**src/rtl/swap_pair_fifo_if.sv**
```systemverilog
// Handshake bundle between the swap-stage pair source, swap_pair_fifo and its consumer.
// The master modport is the producer/consumer side and the slave modport is the FIFO side.
interface swap_pair_fifo_if #(
  parameter int WIDTH = 8,
  parameter int DEPTH = 4
);
  logic                     in_valid;
  logic [WIDTH-1:0]         in_c;
  logic [WIDTH-1:0]         in_d;
  logic                     in_ready;
  logic                     out_valid;
  logic [WIDTH-1:0]         out_c;
  logic [WIDTH-1:0]         out_d;
  logic                     out_ready;
  logic [$clog2(DEPTH):0]   count;
  logic [7:0]               drop_cnt;

  modport master (
    output in_valid, in_c, in_d, out_ready,
    input  in_ready, out_valid, out_c, out_d, count, drop_cnt
  );

  modport slave (
    input  in_valid, in_c, in_d, out_ready,
    output in_ready, out_valid, out_c, out_d, count, drop_cnt
  );
endinterface

```
**src/rtl/swap_pair_fifo.sv**
```systemverilog
// Pair FIFO behind the non-stalling swap stage: absorbs rate mismatch and counts overflow drops.
// Define PAIR_SORT_EN to store each pair as (min, max) instead of verbatim.
module swap_pair_fifo #(
  parameter int WIDTH = 8,
  parameter int DEPTH = 4
) (
  input  logic              clk,
  input  logic              rst,
  swap_pair_fifo_if.slave   bus
);
  localparam int AW = $clog2(DEPTH);
  localparam int CW = AW + 1;

  logic [2*WIDTH-1:0] mem_q [DEPTH];

  logic [AW-1:0] wr_ptr_q, wr_ptr_d;
  logic [AW-1:0] rd_ptr_q, rd_ptr_d;
  logic [CW-1:0] count_q, count_d;
  logic [7:0]    drop_q, drop_d;

  logic full, empty, push, pop, drop;
  logic [2*WIDTH-1:0] wr_data;
  logic [2*WIDTH-1:0] head;

  assign full  = (count_q == CW'(DEPTH));
  assign empty = (count_q == '0);
  assign pop   = !empty && bus.out_ready;
  // A full FIFO still accepts a push when the head leaves in the same cycle.
  assign push  = bus.in_valid && (!full || pop);
  assign drop  = bus.in_valid && full && !pop;

`ifdef PAIR_SORT_EN
  assign wr_data = (bus.in_d < bus.in_c) ? {bus.in_d, bus.in_c} : {bus.in_c, bus.in_d};
`else
  assign wr_data = {bus.in_c, bus.in_d};
`endif

  always_comb begin
    wr_ptr_d = wr_ptr_q;
    rd_ptr_d = rd_ptr_q;
    count_d  = count_q;
    drop_d   = drop_q;
    if (push) wr_ptr_d = wr_ptr_q + AW'(1);
    if (pop)  rd_ptr_d = rd_ptr_q + AW'(1);
    case ({push, pop})
      2'b10:   count_d = count_q + CW'(1);
      2'b01:   count_d = count_q - CW'(1);
      default: count_d = count_q;
    endcase
    if (drop && drop_q != 8'hFF) drop_d = drop_q + 8'd1;
  end

  always_ff @(posedge clk or posedge rst) begin
    if (rst) begin
      wr_ptr_q <= '0;
      rd_ptr_q <= '0;
      count_q  <= '0;
      drop_q   <= '0;
    end else begin
      wr_ptr_q <= wr_ptr_d;
      rd_ptr_q <= rd_ptr_d;
      count_q  <= count_d;
      drop_q   <= drop_d;
    end
  end

  // Payload storage carries no reset; count gates visibility of stale entries.
  always_ff @(posedge clk) begin
    if (push) mem_q[wr_ptr_q] <= wr_data;
  end

  assign head          = empty ? '0 : mem_q[rd_ptr_q];
  assign bus.out_c     = head[2*WIDTH-1:WIDTH];
  assign bus.out_d     = head[WIDTH-1:0];
  assign bus.out_valid = !empty;
  assign bus.in_ready  = !full;
  assign bus.count     = count_q;
  assign bus.drop_cnt  = drop_q;
endmodule

```
**src/flat_wrapper.sv**
```systemverilog
// flat-port wrapper written by rule: the top's interface ports become plain ports
module swap_pair_fifo_flat 
#(
  parameter int WIDTH = 8,
  parameter int DEPTH = 4
)
  (clk, rst, bus_in_valid, bus_in_c, bus_in_d, bus_out_ready, bus_in_ready, bus_out_valid, bus_out_c, bus_out_d, bus_count, bus_drop_cnt);
  swap_pair_fifo_if #(.WIDTH(WIDTH), .DEPTH(DEPTH)) bus_i ();
  input  logic clk;
  input  logic rst;
  input wire logic [$bits(bus_i.in_valid)-1:0] bus_in_valid;
  input wire logic [$bits(bus_i.in_c)-1:0] bus_in_c;
  input wire logic [$bits(bus_i.in_d)-1:0] bus_in_d;
  input wire logic [$bits(bus_i.out_ready)-1:0] bus_out_ready;
  output wire logic [$bits(bus_i.in_ready)-1:0] bus_in_ready;
  output wire logic [$bits(bus_i.out_valid)-1:0] bus_out_valid;
  output wire logic [$bits(bus_i.out_c)-1:0] bus_out_c;
  output wire logic [$bits(bus_i.out_d)-1:0] bus_out_d;
  output wire logic [$bits(bus_i.count)-1:0] bus_count;
  output wire logic [$bits(bus_i.drop_cnt)-1:0] bus_drop_cnt;
  assign bus_i.in_valid = bus_in_valid;
  assign bus_i.in_c = bus_in_c;
  assign bus_i.in_d = bus_in_d;
  assign bus_i.out_ready = bus_out_ready;
  assign bus_in_ready = bus_i.in_ready;
  assign bus_out_valid = bus_i.out_valid;
  assign bus_out_c = bus_i.out_c;
  assign bus_out_d = bus_i.out_d;
  assign bus_count = bus_i.count;
  assign bus_drop_cnt = bus_i.drop_cnt;
  swap_pair_fifo #(.WIDTH(WIDTH), .DEPTH(DEPTH)) u_core (.clk(clk), .rst(rst), .bus(bus_i));
endmodule
```
**config.mk**
```make
export PLATFORM = sky130hd
export DESIGN_NAME = swap_pair_fifo_flat
export DESIGN_NICKNAME = d
export VERILOG_FILES = /design/src/rtl/swap_pair_fifo_if.sv /design/src/rtl/swap_pair_fifo.sv /design/src/flat_wrapper.sv
export SDC_FILE = /design/constraint.sdc
export NUM_CORES = 1
export LEC_CHECK = 0
export CAP_MARGIN = 30
export CORE_UTILIZATION = 45
export CTS_BUF_LIST = sky130_fd_sc_hd__clkbuf_4 sky130_fd_sc_hd__clkbuf_8
export DETAILED_ROUTE_END_ITERATION = 16
export HOLD_SLACK_MARGIN = 0.05
export PLACE_DENSITY = 0.67
export SYNTH_ARGS = -nofsm -noshare
export SYNTH_HDL_FRONTEND = slang
export SYNTH_SLANG_ARGS = --single-unit
```
**constraint.sdc**
```tcl
create_clock -name clk -period 3.9 [get_ports clk]
set_input_delay 0.78 -clock clk [delete_from_list [all_inputs] [get_ports clk]]
set_output_delay 0.78 -clock clk [all_outputs]
set_load 0.01 [all_outputs]
```
After elaboration in Yosys (flattened, before gate mapping)
Memory sizes are Yosys's and may differ from the RTL's.
Cells that the tools add are included.
{ "op_classes": {"add_sub_neg": 5, "multipliers": 0, "div_mod_pow": 0, "n_lt_le_gt_ge": 0, "n_eq_ne": 4, "shifts": 0, "mux": 4, "bitwise": 0, "n_reduce_logical": 11} }
{ "ops": {"columns": ["op", "count"], "rows": [
  ["$mux W16", 1],
  ["$add A8 B1 Y8 const B", 1],
  ["$ne A8 B8 Y1 const B", 1],
  ["$pmux W3 S2", 1],
  ["$logic_and A1 B1 Y1", 5],
  ["$add A2 B1 Y2 const B", 2],
  ["$add A3 B1 Y3 const B", 1],
  ["$eq A3 B3 Y1 const B", 1],
  ["$logic_not A1 Y1", 3],
  ["$logic_not A3 Y1", 1],
  ["$sub A3 B1 Y3 const B", 1],
  ["$eq A2 B1 Y1 const B", 1],
  ["$eq A2 B2 Y1 const B", 1],
  ["$mux W1", 2],
  ["$reduce_bool A2 Y1", 1],
  ["$logic_or A1 B1 Y1", 1]
]} }
{ "word_totals": {"reg_bits": 15, "latchBits": 0, "ramBits": 64, "rom_bits": 0, "inputBits": 20, "out_inout_bits": 29, "elab_cells": 29, "n_memories": 1} }
{ "mem_list": {"columns": ["name", "depth", "width", "read_ports", "rd_clocked_by_memory_dff", "wr", "line", "rtl"], "rows": [
  ["u_core.mem_q", 4, 16, 1, 0, 1, "swap_pair_fifo.sv:14", "logic [2*WIDTH-1:0] mem_q [DEPTH];"]
]} }

Depth between registers and ports, before layout
Gate-level depths: netlist (run 1).
{ "depth": {"word_depth": 7, "ltp_mapped": 10, "mapped_depth_nobuf": 9} }

Worst setup path after synthesis (run 1)
OpenSTA, ideal clock, no wires.
{ "synth_timing": {"kind": "input port to flip-flop", "from": "input bus_out_ready", "to": "register u_core.count_q[2], in the netlist u_core.bus.count[2]", "setup_time_ps": 79, "arrival_ps": 2405, "t_required_ps": 3821, "path_slack_ps": 1416, "stages": 10, "path_buffers": 1, "path_cell_list": "nor4b_4 -> and2b_2 -> clkbuf_1 -> inv_1 -> ha_1 -> inv_1 -> fa_1 -> xor2_1 -> nor2_1 -> xor2_1"} }
{ "synth_between": {"elab_chain_cells": 5, "word_cells_on_any_way": 7, "classes_between": "eq/ne (2); mux (1); reduce/logical (4)"} }
{ "synth_lines": {"columns": ["element", "line", "rtl"], "rows": [
  ["start: declaration", "flat_wrapper.sv:14", "input wire logic [$bits(bus_i.out_ready)-1:0] bus_out_ready;"],
  ["$logic_and A1 B1 Y1 *", "swap_pair_fifo.sv:27", "assign pop = !empty && bus.out_ready;"],
  ["$logic_or A1 B1 Y1", "swap_pair_fifo.sv:29", "assign push = bus.in_valid && (!full || pop);"],
  ["$logic_and A1 B1 Y1", "swap_pair_fifo.sv:29", null],
  ["$eq A2 B1 Y1 / $eq A2 B2 Y1 (equally long branches)", "swap_pair_fifo.sv:45", "case ({push, pop})"],
  ["$pmux W3 S2 / $reduce_bool A2 Y1 (equally long branches)", null, null],
  ["end signal: assignment", "swap_pair_fifo.sv:62", "count_q <= count_d;"],
  ["end: declaration", "swap_pair_fifo.sv:18", "logic [CW-1:0] count_q, count_d;"]
]} }
Every way passes the cells marked *; elsewhere a longest branch is shown, timed or not.
A chain may end at the register's enable or synchronous reset.

Worst setup path in the final report (run 1)
{ "layout_timing": {"from": "register u_core.rd_ptr_q[0]", "to": "output bus_out_c[2]"} }
{ "layout_between": {"elab_chain_cells": 2} }
{ "layout_lines": {"columns": ["element", "line", "rtl"], "rows": [
  ["start: declaration", "swap_pair_fifo.sv:17", "logic [AW-1:0] rd_ptr_q, rd_ptr_d;"],
  ["start signal: assignment", "swap_pair_fifo.sv:61", "rd_ptr_q <= rd_ptr_d;"],
  ["$mem_v2 Z4 W16", null, null],
  ["$mux W16", "swap_pair_fifo.sv:72", "assign head = empty ? '0 : mem_q[rd_ptr_q];"],
  ["end: declaration", "flat_wrapper.sv:17", "output wire logic [$bits(bus_i.out_c)-1:0] bus_out_c;"]
]} }
Every way passes these cells.

==> results of run 1 <==
cells in the mapped netlist:
| cell | instances |
|---|---|
| and2_1 | 21 |
| and2b_2 | 1 |
| buf_2 | 3 |
| buf_4 | 1 |
| buf_6 | 1 |
| clkbuf_1 | 2 |
| dfrtp_1 | 15 |
| edfxtp_1 | 64 |
| fa_1 | 1 |
| ha_1 | 6 |
| inv_1 | 7 |
| mux2_2 | 3 |
| mux2i_1 | 1 |
| mux4_2 | 16 |
| nand2_1 | 4 |
| nand2_2 | 1 |
| nand2b_1 | 1 |
| nand3_1 | 5 |
| nand4_1 | 1 |
| nor2_1 | 4 |
| nor3_1 | 3 |
| nor3b_1 | 1 |
| nor4_2 | 1 |
| nor4b_4 | 1 |
| o21ai_0 | 1 |
| or2_2 | 1 |
| or3_1 | 1 |
| xnor2_1 | 3 |
| xor2_1 | 8 |
per-stage QoR:
stage | total power, µW | area [µm²] | worst slack (ns) | utilization (%) | hold WS [ns]
after detailed placement | 2330 | 3820 | 0.910 | 55.7 | 0.521
after floorplan | 1850 | 3250 | 1.42 | - | 0.540
final | 2920 | 4040 | 0.663 | 58.8 | 0.529
after global routing | 3080 | 4040 | 0.497 | 58.8 | 0.549
after global placement | 2310 | 3820 | 0.917 | 55.7 | 0.510
after CTS | 2970 | 4040 | 0.601 | 58.8 | 0.532
cells in the final DEF, fill, tap and decap left out, types with 3 or more instances in the layout:
master	synthesis	layout
xnor2_1	3	3
clkinv_2	0	3
mux4_2	16	16
dfrtp_1	15	15
edfxtp_1	64	64
nor2_1	4	4
ha_1	6	6
nor3_1	3	3
nand3_1	5	5
clkbuf_8	0	9
and2_1	21	21
nand2_1	4	4
clkdlybuf4s50_1	0	48
inv_1	7	7
xor2_1	8	8
mux2_2	3	3
power by group through the flow:
| stage | registers (µW) | logic, µW | clock network [µW] |
|---|---|---|---|
| detailed placement | 1270 | 1060 | 0 |
| floorplan | 1200 | 652 | 0 |
| CTS | 1250 | 1060 | 659 |
| global placement | 1260 | 1050 | 0 |
| global route | 1270 | 1130 | 690 |
| finish | 1240 | 1040 | 643 |
worst reg2reg max path, stage by stage, from the launching register on:
cell and delay [ns]:
dfrtp_1 0.47, or3_1 0.54, and2_1 0.29, ha_1 0.22, inv_1 0.06, fa_1 0.37
xor2_1 0.15, nor2_1 0.12, xor2_1 0.14
per-layer routing:
metal | vias up | track usage [%] | wire (µm)
met3 | 10 | 3.60 | 215
met2 | 37 | 23.8 | 2670
met5 | - | 0 | 0
met4 | 0 | 8.18 | 108
li1 | 769 | - | -
met1 | 832 | 21.4 | 2380
area by class of cell:
class / instances / area [µm²] / area share, %
sequential: 79 / 2300 / 56.9
multi-input combinational: 85 / 886 / 21.9
timing repair buffer: 50 / 495 / 12.3
clock buffer: 11 / 139 / 3.44
tap: 96 / 120 / 2.97
clock inverter: 5 / 75.1 / 1.86
inverter: 7 / 26.3 / 0.651
state kept, by name, indices dropped and copies added (netlist names):
name,cells
u_core.mem_q,64
u_core.bus.drop_cnt,8
u_core.bus.count,3
u_core.rd_ptr_q,2
u_core.wr_ptr_q,2
logic make-up (layout without fill, tap and decap cells):
group | after synthesis | in the layout
DFF | 79 | 79
and+or+nand+nor | 46 | 46
muxes | 20 | 20
buffers and inverters | 14 | 73
xor gates and xnor gates | 11 | 11
adders and majority gates | 7 | 7
AOI/OAI and AO/OA | 1 | 1
worst max-delay path by stage:
stage | start | to | slack [ns] | cells past startpoint
2_1_floorplan | bus_out_ready | u_core.bus.count[2] | 1.42 | 10
3_3_place_gp | bus_out_ready | u_core.bus.count[2] | 0.92 | 10
3_5_place_dp | bus_out_ready | u_core.bus.count[2] | 0.91 | 10
4_1_cts | u_core.rd_ptr_q[0] | bus_out_c[2] | 0.60 | 4
5_1_grt | u_core.rd_ptr_q[0] | bus_out_d[2] | 0.50 | 4
6_report | u_core.rd_ptr_q[0] | bus_out_c[2] | 0.66 | 4
==> impl_metrics.env, run 1 <==
export IMPL_cts_tree="yes"
export IMPL_core_um2=6870
export IMPL_combPwrFrac_pct=35.5
export IMPL_syn_num_nets=205
export IMPL_drive_gt1_share_pct=17.7
export IMPL_fin_crit_sh_pct=83.0
export IMPL_h_tree_depth=3
export IMPL_cp_slowest_stage_delay_ns=0.61
export IMPL_gp_congestion=0.770
export IMPL_slew_violations=0
export IMPL_drv_cap=0
export IMPL_synth_cell_area_um2=3250
export IMPL_swShare_pct=28.3
export IMPL_route_detailed_drc=0
export IMPL_yosys_area_share_adder_pct=2.93
export IMPL_min_to="u_core.bus.drop_cnt[0]"
export IMPL_cts_clk_slew_worst_paths_ns=0.07
export IMPL_synth_simple_area_share_pct=8.78
export IMPL_p_leak_uw=0.00144
export IMPL_grt_pass1_wl_mm=8.49
export IMPL_grt_pass1_vias=1625
export IMPL_synth_area_leaders="edfxtp_1, dfrtp_1, mux4_2"
export IMPL_setup_viol=0
export IMPL_fillCellCount=542
export IMPL_wl_mm=5.37
export IMPL_row_count=30
export IMPL_route_vias_total=1648
export IMPL_clkPwrFrac_pct=22.0
export IMPL_outcome="finished, final reports clean"
export IMPL_ff2ff_path_depth=8
export IMPL_ir_drop_mv=0.329
export IMPL_hold_path_class="flip-flop to flip-flop"
export IMPL_grt_max_degree=19
export IMPL_yosysSeqAreaShare_pct=70.7
export IMPL_path_class="flip-flop to primary output"
export IMPL_slowest_stage="dfrtp_1"
export IMPL_hold_violations=0
export IMPL_drt_wirelength_per_cell_um=16.1
export IMPL_fin_nets=259
export IMPL_port_buffers=48
export IMPL_worstMarginPinSlew_ns=0.874
export IMPL_avgSynthCellArea_um2=18.3
export IMPL_n_antenna_cell=0
export IMPL_cts_root_buf="clkbuf_8"
export IMPL_critPathArrivalTime_ns=2.46
export IMPL_dieArea_um2=7570
export IMPL_drt_iter0_drc=58
export IMPL_area_growth_pct=24.2
export IMPL_cp_start_kind="flip-flop"
export IMPL_cts_setup_buffers=0
export IMPL_grt_overflow_total=0
export IMPL_skew_ns=0.00534
export IMPL_synth_distinct_cells=29
export IMPL_layout_min_cycle_time_ns=3.24
export IMPL_synthMuxAreaShare_pct=12.4
export IMPL_clk_insertion_delay_late_ns=0.34
export IMPL_post_cts_resized=0
export IMPL_required_ns=3.12
export IMPL_antenna_found_initial=0
export IMPL_cts_sinks=79
export IMPL_synth_top_cell_area_share_pct=59.1
export IMPL_yosys_warnings=0
export IMPL_cp_max_fo=11
export IMPL_firstDrtPassIters=4
export IMPL_worstReg2RegEnd="u_core.bus.count[2]"
export IMPL_grt_setup_unrepaired="no"
export IMPL_place_inst=317
export IMPL_dieHeight_um=87.0
export IMPL_path_cells="buf_4, mux4_2, and2_1, clkdlybuf4s50_1"
export IMPL_rr_startpoint="u_core.bus.count[0]"
export IMPL_clockBufferDepth=2
export IMPL_cpLargestDelayFamily="buffers and inverters"
export IMPL_seqPwrFrac_pct=42.5
export IMPL_grt_usage_pct=15.7
export IMPL_ant_nets=0
export IMPL_synth_compound_area_share_pct=0.154
export IMPL_slew_headroom_pct=41.7
export IMPL_fin_cells=333
export IMPL_power_switching_uw=827
export IMPL_die_w_um=87.0
export IMPL_dp_hpwl_mm=3.47
export IMPL_synth_top_cell_by_area="edfxtp_1"
export IMPL_ctsHoldBuffers=0
export IMPL_synth_seq_cells=79
export IMPL_timing_setup_tns_ns=0
export IMPL_min_from="u_core.bus.drop_cnt[0]"
export IMPL_synth_top_family_by_area="multiplexers"
export IMPL_max_freq_ghz=0.309
export IMPL_p_int_uw=2100
export IMPL_endpoint_kind="primary output"
export IMPL_cp_num_buf_inv=2
export IMPL_cts_buffers=9
export IMPL_holdPathStages=1
export IMPL_power_density_nw_per_um2=723
export IMPL_r2r_setup_slack_ns=1.46
export IMPL_initial_core_util_pct=47.3
export IMPL_syn_inst=178
export IMPL_pin_count=49
export IMPL_avgViaCountPerCell=4.95
export IMPL_synth_xor_area_share_pct=2.96
Power figures use the tool's default switching activity.
==> run 2, diff against run 1 <==
Clock period 3.9 ns to 3 ns, I/O delays scaled along.
==> run 2 against run 1 <==
Via count up 0.97%. Sequential share of layout area down 0.32 points. Highest routed layer unchanged. Non-clock buffer count up 4. Worst hold slack worse by 0.0087 ns. Clock skew up 0.0015 ns. Setup slack worse by 0.48 ns. Combinational power up 38%. Critical path depth unchanged. Final cell count up 1.2%. Wire length down 0.22%. Global-route usage up 0.52 points.
==> impl_metrics.env, run 2 (synthesis results as in run 1) <==
export IMPL_outcome="finished, final reports clean"
export IMPL_antenna_found_initial=0
export IMPL_skew_ns=0.00685
export IMPL_cts_sinks=79
export IMPL_grt_pass1_vias=1736
export IMPL_layout_common_cells="edfxtp_1, clkdlybuf4s50_1, and2_1"
export IMPL_endpoint_kind="primary output"
export IMPL_dieHeight_um=87.0
export IMPL_slowest_stage="dfrtp_1"
export IMPL_cts_clk_slew_worst_paths_ns=0.08
export IMPL_ant_nets=0
export IMPL_clk_insertion_delay_late_ns=0.34
export IMPL_cts_buffers=9
export IMPL_drv_cap=0
export IMPL_dp_hpwl_mm=3.58
export IMPL_slew_violations=0
export IMPL_largest_reg_flops=64
export IMPL_cp_slowest_stage_delay_ns=0.66
export IMPL_row_count=30
export IMPL_layout_min_cycle_time_ns=2.82
export IMPL_port_buffers=48
export IMPL_power_density_nw_per_um2=930
export IMPL_cp_max_fo=10
export IMPL_grt_usage_pct=16.3
export IMPL_dieArea_um2=7570
export IMPL_max_freq_ghz=0.355
export IMPL_cts_tree="yes"
export IMPL_fin_util_pct=59.1
export IMPL_grt_pass1_wl_mm=8.84
export IMPL_fin_nets=263
export IMPL_route_detailed_drc=0
export IMPL_post_cts_resized=0
export IMPL_setup_viol=0
export IMPL_grt_overflow_total=0
export IMPL_final_common_cell="edfxtp_1"
export IMPL_cp_start_kind="flip-flop"
export IMPL_slew_headroom_pct=42.7
export IMPL_required_ns=2.40
export IMPL_drive_gt1_share_pct=19.1
export IMPL_area_growth_pct=24.9
export IMPL_place_ws_ns=0.225
export IMPL_worstMarginPinSlew_ns=0.859
export IMPL_post_route_worst_setup_slack_ns=0.184
export IMPL_ir_drop_mv=0.476
export IMPL_wl_mm=5.36
export IMPL_gp_congestion=0.693
export IMPL_grt_max_degree=19
export IMPL_firstDrtPassIters=4
export IMPL_cpLargestDelayFamily="buffers and inverters"
export IMPL_avgViaCountPerCell=4.94
export IMPL_grt_setup_unrepaired="no"
export IMPL_fin_crit_sh_pct=93.9
export IMPL_timing_setup_tns_ns=0
export IMPL_core_um2=6870
export IMPL_route_vias_total=1664
export IMPL_clockBufferDepth=2
export IMPL_hold_path_class="flip-flop to flip-flop"
export IMPL_initial_core_util_pct=47.3
export IMPL_path_class="flip-flop to primary output"
export IMPL_top_register="u_core.mem_q"
export IMPL_n_antenna_cell=0
export IMPL_hold_violations=0
export IMPL_cp_num_buf_inv=2
export IMPL_ctsHoldBuffers=0
export IMPL_pin_count=49
export IMPL_cts_setup_buffers=0
export IMPL_cts_root_buf="clkbuf_8"
export IMPL_die_w_um=87.0
export IMPL_drt_iter0_drc=86
export IMPL_critPathArrivalTime_ns=2.22
export IMPL_h_tree_depth=3
export IMPL_path_cells="buf_4, mux4_2, and2_1, clkdlybuf4s50_1"
export IMPL_drt_wirelength_per_cell_um=15.9
export IMPL_p_leak_uw=0.00146
## run 2: changes by cell type in the layout (fill, tap and decap cells not counted), sizes merged
cell    previous run  this run
clkbuf            11        10
buf                2         6
bufinv             2         1
clkinv             3         5
## run 2: layer usage
layer  up-vias  track usage, %  share of wire [%]
met5         -               0                  0
li1        777               -                  -
met4         0            7.73                1.8
met3         8            3.03                3.3
met2        37            25.7                 50
met1       842            22.0                 45
## run 2: cell type report
class / count / area [µm²]
clock buffer: 10 / 131
clock inverter: 6 / 62.6
fill: 515 / 2810
inverter: 7 / 26.3
multi-input combinational: 85 / 886
sequential: 79 / 2300
tap: 96 / 120
timing repair buffer: 54 / 538
## run 2: path summary, 6_finish.rpt
| check | startpoint | to | slack, ns | depth (start not counted) |
|---|---|---|---|---|
| min in group asynchronous | rst | u_core.bus.count[1] | 0.63 | 2 |
| max | u_core.rd_ptr_q[1] | bus_out_d[2] | 0.18 | 4 |
| max in group asynchronous | rst | u_core.bus.drop_cnt[6] | 1.98 | 2 |
| max reg2reg | u_core.bus.count[0] | u_core.bus.count[2] | 0.57 | 8 |
| min reg2reg | u_core.bus.drop_cnt[0] | u_core.bus.drop_cnt[0] | 0.52 | 1 |
| min | u_core.bus.drop_cnt[0] | u_core.bus.drop_cnt[0] | 0.52 | 1 |
## run 2: report_power, final
group / internal, µW / switching [µW] / leakage (µW) / total (µW)
Clock: 392 / 366 / 0.000103 / 759
Combinational: 846 / 597 / 0.000575 / 1440
Sequential: 1440 / 134 / 0.000777 / 1570
## run 2: worst reg2reg max path: stages (launching register included)
cell     delay (ns)
dfrtp_1        0.46
or3_1          0.56
and2_1         0.31
ha_1           0.22
inv_1          0.06
fa_1           0.37
xor2_1         0.15
nor2_1         0.11
xor2_1         0.14
## run 2: stage by stage
stage,instance area [µm²],std cells,power (µW),hold WS [ns]
2_1_floorplan,3250,178,2400,0.501
3_3_place_gp,3870,321,3070,0.508
3_5_place_dp,3870,321,3070,0.511
4_1_cts,4060,337,3840,0.523
5_1_grt,4060,337,4020,0.543
6_report,4060,337,3780,0.521
